==> src/rtl/seg_scan_pkg.sv <==
// Shared types and constants for the multiplexed 7-segment scan controller.
package seg_scan_pkg;

    typedef enum logic {
        BLANK = 1'b0,
        DRIVE = 1'b1
    } scan_state_t;

    localparam logic [7:0] SEG_OFF    = 8'h00;
    localparam int         MAX_DIGITS = 8;

    // All strobes released; callers slice this down to their digit count.
    localparam logic [MAX_DIGITS-1:0] AN_OFF = '1;

endpackage

==> src/rtl/segment_decoder.sv <==
// Hex nibble to 7-segment pattern, bit order {dp,g,f,e,d,c,b,a}, active-high.
module segment_decoder
    import seg_scan_pkg::*;
(
    input  logic [3:0] d,
    output logic [7:0] seg
);

    always_comb begin
        seg = SEG_OFF;
        case (d)
            4'h0: seg = 8'h3F;
            4'h1: seg = 8'h06;
            4'h2: seg = 8'h5B;
            4'h3: seg = 8'h4F;
            4'h4: seg = 8'h66;
            4'h5: seg = 8'h6D;
            4'h6: seg = 8'h7D;
            4'h7: seg = 8'h07;
            4'h8: seg = 8'h7F;
            4'h9: seg = 8'h6F;
            4'hA: seg = 8'h77;
            4'hB: seg = 8'h7C;
            4'hC: seg = 8'h39;
            4'hD: seg = 8'h5E;
            4'hE: seg = 8'h79;
            4'hF: seg = 8'h71;
            default: seg = SEG_OFF;
        endcase
    end

endmodule

==> src/rtl/segment_scan_controller.sv <==
// Time-multiplexed digit scanner with dead-time blanking, frame-aligned
// display updates through a load/ready handshake, and leading-zero blanking.
module segment_scan_controller
    import seg_scan_pkg::*;
#(
    parameter int NUM_DIGITS   = 4,
    parameter int PRESCALE     = 50000,
    parameter int BLANK_CYCLES = 16,
    parameter int IDX_W        = $clog2(NUM_DIGITS)
) (
    input  logic                    clk,
    input  logic                    rst,
    input  logic                    load,
    input  logic [4*NUM_DIGITS-1:0] data,
    input  logic                    lz_en,
    output logic                    ready,
    output logic [NUM_DIGITS-1:0]   an,
    output logic [7:0]              seg,
    output logic                    frame_tick
);

    localparam int CNT_W = (PRESCALE > 1) ? $clog2(PRESCALE) : 1;
    localparam logic [CNT_W-1:0] CNT_LAST   = CNT_W'(PRESCALE - 1);
    localparam logic [CNT_W-1:0] BLANK_LAST = CNT_W'(BLANK_CYCLES - 1);
    localparam logic [IDX_W-1:0] IDX_LAST   = IDX_W'(NUM_DIGITS - 1);

    scan_state_t             state;
    logic [IDX_W-1:0]        idx;
    logic [CNT_W-1:0]        cnt;
    logic [4*NUM_DIGITS-1:0] shadow;
    logic [4*NUM_DIGITS-1:0] pending;
    logic                    pend_v;

    logic                    slot_end;
    logic                    wrap;
    logic [3:0]              nibble;
    logic [7:0]              dec_seg;
    logic [NUM_DIGITS-1:0]   lz_mask;
    logic                    zero_run;

    assign ready    = ~pend_v;
    assign slot_end = (state == DRIVE) && (cnt == CNT_LAST);
    assign wrap     = slot_end && (idx == IDX_LAST);
    assign nibble   = shadow[{idx, 2'b00} +: 4];

    segment_decoder u_decoder (
        .d   (nibble),
        .seg (dec_seg)
    );

    // A digit is suppressed when it and every more-significant nibble are zero.
    always_comb begin
        lz_mask  = '0;
        zero_run = 1'b1;
        for (int i = NUM_DIGITS - 1; i >= 1; i--) begin
            zero_run   = zero_run & (shadow[4*i +: 4] == 4'h0);
            lz_mask[i] = zero_run;
        end
    end

    always_ff @(posedge clk or posedge rst) begin
        if (rst) begin
            state      <= BLANK;
            idx        <= '0;
            cnt        <= '0;
            shadow     <= '0;
            pending    <= '0;
            pend_v     <= 1'b0;
            an         <= AN_OFF[NUM_DIGITS-1:0];
            seg        <= SEG_OFF;
            frame_tick <= 1'b0;
        end else begin
            cnt        <= slot_end ? '0 : cnt + 1'b1;
            frame_tick <= wrap;

            case (state)
                BLANK: begin
                    if (cnt == BLANK_LAST) begin
                        state <= DRIVE;
                    end
                end
                DRIVE: begin
                    if (slot_end) begin
                        state <= BLANK;
                        idx   <= wrap ? '0 : idx + 1'b1;
                    end
                end
                default: state <= BLANK;
            endcase

            // A load accepted on the wrap edge lands in pending only, so it
            // waits a full frame before reaching the shadow register.
            if (wrap && pend_v) begin
                shadow <= pending;
                pend_v <= 1'b0;
            end else if (load && ready) begin
                pending <= data;
                pend_v  <= 1'b1;
            end

            if ((state == DRIVE) && !(lz_en && lz_mask[idx])) begin
                an  <= ~(NUM_DIGITS'(1) << idx);
                seg <= dec_seg;
            end else begin
                an  <= AN_OFF[NUM_DIGITS-1:0];
                seg <= SEG_OFF;
            end
        end
    end

endmodule

==> config.mk <==
export PLATFORM = sky130hd
export DESIGN_NAME = segment_scan_controller
export DESIGN_NICKNAME = d
export VERILOG_FILES = /design/src/rtl/seg_scan_pkg.sv /design/src/rtl/segment_decoder.sv /design/src/rtl/segment_scan_controller.sv
export SDC_FILE = /design/constraint.sdc
export NUM_CORES = 1
export LEC_CHECK = 0
export ABC_AREA = 1
export BUFFER_PORTS_ARGS = -buffer_cell sky130_fd_sc_hd__buf_2
export CORE_ASPECT_RATIO = 1.5
export CORE_MARGIN = 4
export CORE_UTILIZATION = 35
export CTS_CLUSTER_SIZE = 25
export DETAILED_ROUTE_END_ITERATION = 7
export PLACE_DENSITY = 0.59
export SLEW_MARGIN = 20
export SYNTH_ARGS = -nofsm -noshare
export SYNTH_HDL_FRONTEND = slang
export SYNTH_SLANG_ARGS = --single-unit
==> constraint.sdc <==
create_clock -name clk -period 2.2 [get_ports clk]
set_clock_uncertainty 0.2 [all_clocks]
set_input_delay 0.44 -clock clk [delete_from_list [all_inputs] [get_ports clk]]
set_output_delay 0.44 -clock clk [all_outputs]
set_load 0.01 [all_outputs]
# == Word level (Yosys, flattened, before mapping) ==
# Memory sizes are Yosys's and may differ from the RTL's.
# Cells that the tools add are included.
# W data, S select, Z words.
# totals
out_inout_bits,14
regBits,65
mem_bits_ro,112
input_bits,20
n_memories,1
# mem_list
memory,words,word_bits,rd,rd_ports_with_merged_regs,wr,line,text
(name not given),16,7,1,0,0,segment_decoder.sv:11,case (d)
# op_classes
eq_ne,3
n_mux,11
n_addsub,2
n_lt_le_gt_ge,1
shift,2
bitwise,6
n_reduce_logical,13
# op_table
cell,count
$add A16 B1 Y16 const B,1
$eq A16 B16 Y1 const B,1
$eq A16 B4 Y1 const B,1
$mux W16,1
$shiftx A16 B5 Y4,1
$logic_not A4 Y1,3
$mux W8,1
$logic_and A1 B1 Y1,6
$mux W1,5
$mux W4,1
$not A4 Y4,1
$reduce_and A2 Y1,2
$shl A1 B2 Y4 const A,1
$lt A2 B3 Y1 const B,1
$not A1 Y1,3
$add A2 B1 Y2 const B,1
$and A1 B1 Y1,2
$bmux W1 S2,1
$eq A2 B2 Y1 const B,1
$mux W2,1
$pmux W1 S2,1
$reduce_bool A2 Y1,1
$logic_not A1 Y1,1

# == Longest topological paths before layout ==
# depth
word_depth,9
ltp_mapped,11
depth_no_buf,11

# == Cells and area by module ==
# A second synthesis with hierarchy kept.
# unflattened
cells_unflattened,397
area_unflattened_um2,3413.3
# by_module_without_submodules
mod,area_per_inst_um2,seq_area_each_um2,cells_each,instances
segment_scan_controller,3094.2,1631.6,342,1
segment_decoder,319.1,0.0,55,1

# == Worst setup path before layout ==
# No wires, ideal clock.
# synth_timing
path_type,register to register
from,reg idx[0]
to,reg seg[3]
n_path_buf,1
arrival_ns,1.575
path_slack_ns,0.307
stages_incl_launch_ff,11
setup_ns,0.118
synth_period_minus_slack_ns,1.893
cell_sequence,dfrtp_1 > buf_6 > or2_2 > nand3_1 > nand2_2 > inv_1 > ha_1 > nand3_1 > nand3_1 > nand2_1 > nor2_1
# synth_between
elab_chain_len,6
# synth_lines
element,line,text
"start, declared",segment_scan_controller.sv:28,logic [IDX_W-1:0] idx;
"start signal, assigned",segment_scan_controller.sv:85,idx <= wrap ? '0 : idx + 1'b1;
branches (longest 5 deep; another with $mem_v2 Z16 W7),--,
$mux W8 (*),segment_scan_controller.sv:101,if ((state == DRIVE) && !(lz_en && lz_mask[idx])) begin
"end signal, assigned",segment_scan_controller.sv:103,seg <= dec_seg;
"end, declared",segment_scan_controller.sv:18,"output logic [7:0] seg,"
# Mark *: on every way between the ends. The select of a mux whose other input is x is not followed.
# A chain may end at the register's enable or synchronous reset.

# == Final worst setup path ==
# Same ends and word-level chain as after synthesis.

==> results.py <==
metrics = {
    "worst_setup_path": {
        "cp-start-kind": "flip-flop",
        "endpoint_kind": "flip-flop",
        "worstSetupPathType": "flip-flop to flip-flop",
        "max_stage_delay_ns": 0.48,
        "crit_required_ns": 2.21,
        "path_max_fanout": 13,
        "crit_path_frequent_cell": "nand2_1",
        "path_cells": "inv_2 > nand2_1 > nand3_1 > nand2_1 > inv_1 > ha_1 > nand3_1 > nand2_1 > nand2_1 > nand2_1 > nor2_1",
        "cp_num_buf_inv": 2,
        "path_delay_family": "simple AND/OR/NAND/NOR gates",
        "cp.arrival_ns": 1.96,
        "slowest_stage": "dfrtp_2",
    },
    "die": {
        "die-area_mm2": 0.0112,
        "start_util": 0.360,
        "io_pins": 34,
        "die_w_um": 87.6,
        "die_height_um": 127,
        "rows": 43,
        "core_region_area_mm2": 0.00925,
    },
    "placement": {
        "gp_congestion": 0.921,
        "post-place-ws_ns": 0.188,
        "dpl.cell_count": 529,
        "dp_hpwl_um": 5230,
        "io_buffer_count": 32,
    },
    "power": {
        "p_seq_frac": 0.438,
        "swShare": 0.191,
        "p_clk_frac": 0.535,
        "switching_power_mw": 0.536,
        "ir_drop_mv": 0.390,
        "power_density_mw_per_mm2": 712,
        "p_leak_nw": 2.05,
        "pwr-share-comb": 0.027,
        "p_int_mw": 2.28,
    },
    "yosys": {
        "syn_avg_cell_area_um2": 8.53,
        "synth_mux_area_frac": 0.0541,
        "synth_simple_gate_area_frac": 0.307,
        "synth_top_family_by_area": "simple AND/OR/NAND/NOR gates",
        "synth_seq_cells": 64,
        "yosys_warnings": 0,
        "ys_seq_area_frac": 0.483,
        "synthFlopType": "dfrtp_1",
        "ys_top_cells_by_area": "dfrtp_1, nand2_1, mux2_2",
        "synth_xor_area_frac": 0.0184,
        "synth_nets": 421,
        "post-synth-top-count-cell": "nand2_1",
        "synth_edf_count": 0,
        "yosysTopAreaCell": "dfrtp_1",
        "synth_fa_ha_area_frac": 0.0414,
        "synth_top_area_frac": 0.451,
        "async_flop_share": 1.00,
        "syn_inst": 390,
        "synth-compound-area-share": 0.0218,
        "netlist_top_cells_count": "nand2_1, dfrtp_1, inv_1",
        "yosys.cell_types.count": 31,
        "syn_area_mm2": 0.00333,
    },
    "clocking": {
        "cts_buffer_depth": 2,
        "clkSinkCount": 64,
        "post_cts_buffers": 0,
        "cts_root_buffer": "clkbuf_16",
        "htreeDepth": 3,
        "numCtsBuffers": 9,
        "cts_tree": "done",
        "clk_pin_slew_ns": 0.05,
        "clock_latency_ns": 0.33,
    },
    "detailed_routing": {
        "drtPass1Iterations": 4,
        "highest_layer": "met4",
        "wl_met1_um": 2810,
        "num_vias": 2616,
        "drt_iter0_markers": 140,
        "via_per_inst": 4.79,
        "wl_met2_um": 3590,
        "drt_wl_total_um": 6940,
        "ant_nets": 0,
        "wl_per_cell_um": 12.7,
        "drc": 0,
        "wl_met3_um": 331,
    },
    "grt": {
        "grt_pass1_vias": 2641,
        "grt_max_degree": 50,
        "grt_use_total": 0.141,
        "gr-total-overflow": 0,
        "antenna_found_initial": 0,
        "grt_pass1_wl_um": 12200,
    },
    "cells_and_area": {
        "diodes": 0,
        "final_util": 0.427,
        "layout-area-overhead-vs-synth_pct": 18.7,
        "layout.cells.non_filler": 546,
        "nets": 460,
        "drive_gt1_frac": 0.214,
        "nFillCells": 932,
        "multi_input_area_mm2": 0.00148,
        "ff_latch_area_mm2": 0.00161,
    },
    "run_status": {
        "status": "finished, final reports clean",
    },
    "min_path": {
        "hold_path.class": "input port to flip-flop",
    },
    "sta": {
        "fin_crit_ns": 1.95,
        "hold_viol": 0,
        "rsz0062_at_grt": "false",
        "setup_slack_ns": 0.250,
        "drv_slew": 0,
        "post-route-period-util": 0.887,
        "setup_viol": 0,
        "fmax_ghz": 0.513,
        "whs_ns": 0.139,
        "fin_tns_setup_ns": 0,
    },
    "job": {
        "maxCapViolations": 0,
    },
}
[area by class of cell]
cell class	count	area share
clock inverter	3	0.0165
sequential	64	0.407
timing repair buffer	38	0.0589
clock buffer	13	0.0633
multi-input combinational	270	0.374
inverter	46	0.0453
tap	112	0.0355
[worst reg2reg max path: stages (launching register included)]
cell	delay, ns
dfrtp_2	0.48
inv_2	0.18
nand2_1	0.08
nand3_1	0.07
nand2_1	0.14
inv_1	0.13
ha_1	0.19
nand3_1	0.13
nand2_1	0.10
nand2_1	0.05
nand2_1	0.06
nor2_1	0.03
[path summary, 6_finish.rpt]
path	start	end	slack (ns)	depth (start not counted)
worst max-delay path	idx[0]$_DFFE_PP0P_	seg[3]$_DFF_PP0_	0.25	11
worst min-delay path	data[3]	pending[3]$_DFFE_PP0P_	0.14	2
max in group asynchronous	rst	an[1]$_DFF_PP1_	0.74	4
worst min register to register	shadow[0]$_DFFE_PP0P_	shadow[0]$_DFFE_PP0P_	0.27	2
worst max register to register	idx[0]$_DFFE_PP0P_	seg[3]$_DFF_PP0_	0.25	11
min in group asynchronous	rst	cnt[11]$_DFF_PP0_	0.45	3
[cell usage in the layout, fill, tap and decap left out, types with 3 or more instances in the layout]
cell type | Yosys | final
a21oi_1 | 5 | 5
buf_2 | 2 | 32
buf_4 | 4 | 3
clkbuf_1 | 2 | 3
clkbuf_16 | 0 | 9
dfrtp_1 | 60 | 59
dfstp_2 | 4 | 4
ha_1 | 11 | 11
inv_1 | 42 | 41
inv_2 | 3 | 3
mux2_2 | 16 | 16
nand2_1 | 105 | 105
nand2_2 | 7 | 7
nand3_1 | 31 | 31
nand4_1 | 21 | 21
nor2_1 | 34 | 34
nor2_2 | 3 | 3
nor3_1 | 11 | 11
o21ai_0 | 6 | 6
or2_2 | 3 | 3
xor2_1 | 7 | 7
[sequential cells by signal, summed over array words and instances (netlist names)]
| register | count |
|---|---|
| an | 4 |
| cnt | 16 |
| frame_tick | 1 |
| idx | 2 |
| pend_v | 1 |
| pending | 16 |
| seg | 7 |
| shadow | 16 |
| state | 1 |
[kinds of logic after synthesis]
kind of cell               after synthesis
buffers and inverters                   56
xor gates and xnor gates                 7
DFF                                     64
other                                    1
adders and majority gates               11
and+or+nand+nor                        221
muxes                                   16
AOI/OAI and AO/OA                       14
[what timing repair did]
action	4_1_cts	5_1_grt
hold buffers	1	0
endpoints found under the setup margin	0	6
gates resized for setup	0	1
endpoints found under the hold margin	15	0
[routing by layer]
| metal | vias up | GRT usage |
|---|---|---|
| li1 | 1331 | - |
| met1 | 1208 | 0.157 |
| met2 | 56 | 0.238 |
| met3 | 21 | 0.0406 |
| met4 | 0 | 0.0741 |
| met5 | - | 0 |
[power groups by stage]
stage / clock [mW] / combinational (mW) / sequential [mW]
floorplan: 0 / 0.0496 / 1.24
global placement: 0 / 0.0771 / 1.25
detailed placement: 0 / 0.0789 / 1.25
CTS: 1.53 / 0.0802 / 1.23
global route: 1.60 / 0.0880 / 1.23
finish: 1.50 / 0.0768 / 1.23
[through the flow]
stage                     power, mW  instance area [um2]
after floorplan                1.29                 3330
after global placement         1.33                 3620
after detailed placement       1.33                 3620
after CTS                      2.84                 3950
after global routing           2.93                 3950
final                          2.81                 3950
Power figures use the tool's default switching activity.
